**config.mk**
```make
export PLATFORM = sky130hd
export DESIGN_NAME = cpu_program_loader
export DESIGN_NICKNAME = d
export VERILOG_FILES = /design/src/rtl/cpu_program_loader.sv
export SDC_FILE = /design/constraint.sdc
export NUM_CORES = 1
export LEC_CHECK = 0
export BUFFER_PORTS_ARGS = -buffer_cell sky130_fd_sc_hd__buf_2
export CORE_MARGIN = 2
export CORE_UTILIZATION = 61
export CTS_CLUSTER_SIZE = 25
export DETAILED_ROUTE_END_ITERATION = 6
export PLACE_DENSITY = 0.9
export SETUP_SLACK_MARGIN = 0.02
export SYNTH_ARGS = -nofsm -noshare
export SYNTH_HDL_FRONTEND = slang
export SYNTH_SLANG_ARGS = --single-unit
```
**constraint.sdc**
```tcl
create_clock -name clk -period 2.3 [get_ports clk]
set_clock_uncertainty 0.05 [all_clocks]
set_input_delay 0.115 -clock clk [delete_from_list [all_inputs] [get_ports clk]]
set_output_delay 0.115 -clock clk [all_outputs]
set_load 0.005 [all_outputs]
```
**src/rtl/cpu_program_loader.sv**
```systemverilog
// Streams a host-written 16x8 program image into a CPU as address/data pairs over a ready handshake.
// Optional watchdog enabled by defining LOADER_TIMEOUT_EN.
module cpu_program_loader #(
  parameter int RAM_BYTES      = 16,
  parameter int TIMEOUT_CYCLES = 255
) (
  input  logic       clk,
  input  logic       rst_n,
  input  logic       wr_en,
  input  logic [3:0] wr_addr,
  input  logic [7:0] wr_data,
  input  logic       start,
  input  logic       cpu_ready,
  input  logic       cpu_done,
  output logic       programming,
  output logic [7:0] prog_data,
  output logic       busy,
  output logic       done,
  output logic       error
);

  typedef enum logic [2:0] {
    IDLE      = 3'd0,
    ARM       = 3'd1,
    XFER_ADDR = 3'd2,
    XFER_DATA = 3'd3,
    WAIT_DONE = 3'd4,
    DONE      = 3'd5,
    ERR       = 3'd6
  } state_t;

  localparam logic [3:0] LAST_IDX = 4'(RAM_BYTES - 1);

  if (RAM_BYTES < 1 || RAM_BYTES > 16 || TIMEOUT_CYCLES < 1 || TIMEOUT_CYCLES > 255) begin : g_bad_param
    $error("cpu_program_loader: RAM_BYTES must be 1..16 and TIMEOUT_CYCLES 1..255");
  end

  state_t     state_q, state_d;
  logic [3:0] idx_q, idx_d;
  logic [7:0] image_rd [16];
  logic       image_we;
  logic       wdog_expire;

  // Host writes are locked out for the whole load so the CPU sees a stable image.
  assign image_we = wr_en && !busy;

  for (genvar gi = 0; gi < 16; gi++) begin : g_image
    logic [7:0] entry_q, entry_d;

    always_comb begin
      entry_d = entry_q;
      if (image_we && wr_addr == 4'(gi)) begin
        entry_d = wr_data;
      end
    end

    always_ff @(posedge clk or negedge rst_n) begin
      if (!rst_n) begin
        entry_q <= '0;
      end else begin
        entry_q <= entry_d;
      end
    end

    assign image_rd[gi] = entry_q;
  end

`ifdef LOADER_TIMEOUT_EN
  localparam logic [7:0] WDOG_LIMIT = 8'(TIMEOUT_CYCLES);

  logic [7:0] wdog_q, wdog_d;
  logic       wdog_active;

  assign wdog_active = (state_q == XFER_ADDR) || (state_q == XFER_DATA) || (state_q == WAIT_DONE);
  assign wdog_expire = wdog_active && (wdog_q + 8'd1 == WDOG_LIMIT);

  // Any state change restarts the count, so the limit applies per handshake step.
  always_comb begin
    wdog_d = '0;
    if (wdog_active && state_d == state_q) begin
      wdog_d = wdog_q + 8'd1;
    end
  end

  always_ff @(posedge clk or negedge rst_n) begin
    if (!rst_n) begin
      wdog_q <= '0;
    end else begin
      wdog_q <= wdog_d;
    end
  end
`else
  assign wdog_expire = 1'b0;
`endif

  always_comb begin
    state_d = state_q;
    idx_d   = idx_q;
    case (state_q)
      IDLE, DONE, ERR: begin
        if (start) begin
          state_d = ARM;
          idx_d   = '0;
        end
      end
      ARM: begin
        state_d = XFER_ADDR;
      end
      XFER_ADDR: begin
        // Early done beats a simultaneous ready.
        if (cpu_done || wdog_expire) begin
          state_d = ERR;
        end else if (cpu_ready) begin
          state_d = XFER_DATA;
        end
      end
      XFER_DATA: begin
        if (cpu_done || wdog_expire) begin
          state_d = ERR;
        end else if (cpu_ready) begin
          if (idx_q == LAST_IDX) begin
            state_d = WAIT_DONE;
          end else begin
            state_d = XFER_ADDR;
            idx_d   = idx_q + 4'd1;
          end
        end
      end
      WAIT_DONE: begin
        if (cpu_done) begin
          state_d = DONE;
        end else if (wdog_expire) begin
          state_d = ERR;
        end
      end
      default: begin
        state_d = IDLE;
      end
    endcase
  end

  always_ff @(posedge clk or negedge rst_n) begin
    if (!rst_n) begin
      state_q <= IDLE;
      idx_q   <= '0;
    end else begin
      state_q <= state_d;
      idx_q   <= idx_d;
    end
  end

  always_comb begin
    programming = 1'b0;
    busy        = 1'b0;
    done        = 1'b0;
    error       = 1'b0;
    prog_data   = '0;
    case (state_q)
      ARM: begin
        programming = 1'b1;
        busy        = 1'b1;
      end
      XFER_ADDR: begin
        programming = 1'b1;
        busy        = 1'b1;
        prog_data   = {4'h0, idx_q};
      end
      XFER_DATA: begin
        programming = 1'b1;
        busy        = 1'b1;
        prog_data   = image_rd[idx_q];
      end
      WAIT_DONE: begin
        programming = 1'b1;
        busy        = 1'b1;
      end
      DONE: begin
        done = 1'b1;
      end
      ERR: begin
        error = 1'b1;
      end
      default: begin
      end
    endcase
  end

endmodule

```
==> flow_summary.toml <==
[clock_network]
path_clk_slew_ps = 60
cts-buffers-inserted = 17
htree_levels = 4
cts_tree = "done"
cts_sinks = 135
cts-root-buf = "clkbuf_8"
cts_buffer_depth = 2
clkLatencyLatePin_ps = 530

[route]
drtPass1Iterations = 5
detail_route.wl_per_cell_um = 24.8
routed_wl_um = 16000
highest_layer = "met4"
drtIter0Drc = 418
via_per_inst = 6.54
met2_length_um = 8270
wl_met1_um = 6350
drc = 0
vias = 4227
ant_nets = 0
dr_wl_met3_um = 906

[timing]
fmax_mhz = 400
slew_viol_final = 0
min_period_over_period_pct = 109
relSlewSlack_pct = 52.6
setup_viol = 8
fin_crit_ps = 2500
hold_ws_ps = 19.3
fin_ws_ps = -198
rsz0062_at_grt = "true"
worst_pin_slew_ps = 712
hold_viol_final = 0

[finish]
layout_commonest_cell = "dfrtp_1"
fillers = 570
ff_latch_area_sq_um = 3380
layout_common_cells = "dfrtp_1 (131), mux2_2 (130), mux4_2 (31)"
fin_area_sq_um = 7810
n_antenna_cell = 0
drive_above_1_share_pct = 54.3
fin_nets = 516
syn_to_final_growth_pct = 20.0
multi_input_area_sq_um = 3010

[setup_path]
cp_top_family = "multiplexers"
worstPathMaxFanout = 9
crit_path_start_kind = "flop"
path_class = "flop to primary output"
critPathArrivalTime_ps = 2330
crit_slowest_cell = "mux4_2"
cp_cell_sequence = "buf_12, buf_16, mux4_2, mux2i_2, o22ai_2, buf_2"
worst_ep_required_time_ps = 2130
max_stage_delay_ps = 530
cp_num_buf_inv = 3
end_kind = "primary output"

[global_route]
grt_pass1_wl_um = 25300
first_global_vias = 4650
grt_max_degree = 136
gr-usage-all-layers_pct = 30.5
grt_overflow = 0
grt_antenna_before_repair = 0

[floorplan]
core_sq_um = 10300
io_pins = 30
die_h_um = 107
die_area_sq_um = 11500
rows = 37
die_width_um = 107
start_util_pct = 63.1

[synthesis]
synthFlopType = "dfrtp_1"
synth-compound-area-share_pct = 3.29
synth_top_family_by_area = "multiplexers"
syn_area_sq_um = 6510
postSynthCellCount = 436
synth-edff-count = 0
avgSynthCellArea_sq_um = 14.9
synth_xor_xnor_area_share_pct = 0.692
synthAdderAreaFrac_pct = 0.192
syn_nets = 455
synth-simple-area-share_pct = 6.13
synth.distinct_cells = 39
seq_area_frac_synth_pct = 51.9
synth_warnings = 0
synthMuxAreaShare_pct = 35.5
ys_seq_elements = 135
synthArstFlopShare_pct = 100

[place]
pre_cts_slack_ps = 204
place_area_sq_um = 6960
io_buffer_count = 29
place_congestion = 0.878
dp_hpwl_um = 9370

[power]
power.density_nw_per_um2 = 1250
ir_drop_v = 0.000790
leakagePower_nw = 3.46

[worst_hold_path]
hold_path_class = "input port to flop"

[status]
status = "finished with violations"
violations = "negative setup slack"

[flow_run]
maxCapViolations = 0
-- per-layer routing --
layer / GRT usage (%) / up-vias
met5: 0 / -
met4: 14.1 / 0
met3: 6.72 / 43
met2: 50.8 / 197
met1: 38.2 / 2217
li1: - / 1770
-- area by class of cell --
cell class | count | area share (%)
Multi-Input combinational cell | 265 | 38.5
Tap cell | 136 | 2.18
Inverter | 8 | 0.416
Sequential cell | 135 | 43.3
Clock inverter | 11 | 1.57
Clock buffer | 21 | 5.62
Timing Repair Buffer | 70 | 8.38
-- worst reg2reg max path: stages, from the launching register on --
cell     delay, ps
dfrtp_1        410
nor2_4         170
xor2_4         230
inv_4          150
nor4_4         400
buf_4          230
mux2_2         340
-- cell usage after synthesis, types with 7 or more instances --
cell | count | area [sq um]
dfrtp_1 | 135 | 3380
mux2_2 | 130 | 1460
mux4_2 | 31 | 698
clkbuf_1 | 15 | 56.3
mux2i_1 | 15 | 150
nor2_1 | 13 | 48.8
nand2_1 | 9 | 33.8
nand3_1 | 8 | 40.0
o21ai_0 | 8 | 40.0
a21oi_1 | 7 | 35.0
buf_2 | 7 | 35.0
inv_1 | 7 | 26.3
-- per-stage QoR --
step           setup TNS [ps]  total power (W)  instances  util, %
2_1_floorplan               0          0.00591        436        -
5_1_grt                 -1780           0.0102        646     75.7
6_report                -1090          0.00974        646     75.7
3_5_place_dp                0          0.00676        599     67.4
3_3_place_gp                0          0.00651        599     67.4
4_1_cts                 -1210          0.00967        646     75.5
-- where the power goes --
group | switching (W) | leakage (nW) | internal (W) | total (W)
Combinational | 0.00138 | 1.45 | 0.00186 | 0.00324
Clock | 0.00101 | 0.277 | 0.00157 | 0.00258
Sequential | 0.000577 | 1.73 | 0.00333 | 0.00391
-- flip-flops by register name, summed over array words and instances, names as in the netlist --
signal / count
state_q: 3
idx_q: 4
g_image.entry_q: 128
-- worst paths after layout --
check                      cells past startpoint                      to  slack, ps                    from
max                                            6            prog_data[4]       -200                idx_q[0]
min                                            2  g_image[14].entry_q[5]         20              wr_data[5]
max reg2reg                                    6   g_image[8].entry_q[4]        210              state_q[1]
min reg2reg                                    1  g_image[15].entry_q[2]        450  g_image[15].entry_q[2]
max in group asynchronous                      3                idx_q[2]       1430                   rst_n
min in group asynchronous                      3                idx_q[0]        210                   rst_n
-- timing repair --
item	4_1_cts	5_1_grt
hold endpoints to repair	145	0
setup endpoints to repair	8	8
setup buffers	6	0
gates cloned	4	0
pin swaps	0	2
hold buffers	5	0
resized for setup	9	6
-- kinds of logic after synthesis --
family / after synthesis
AO/OA/AOI/OAI: 33
XOR/XNOR: 3
adder cells (fa/ha/maj): 1
buffers and inverters: 36
flip-flops: 135
multiplexers: 176
AND/OR/NAND/NOR: 52
No activity file was read; power rests on OpenSTA's default activity.
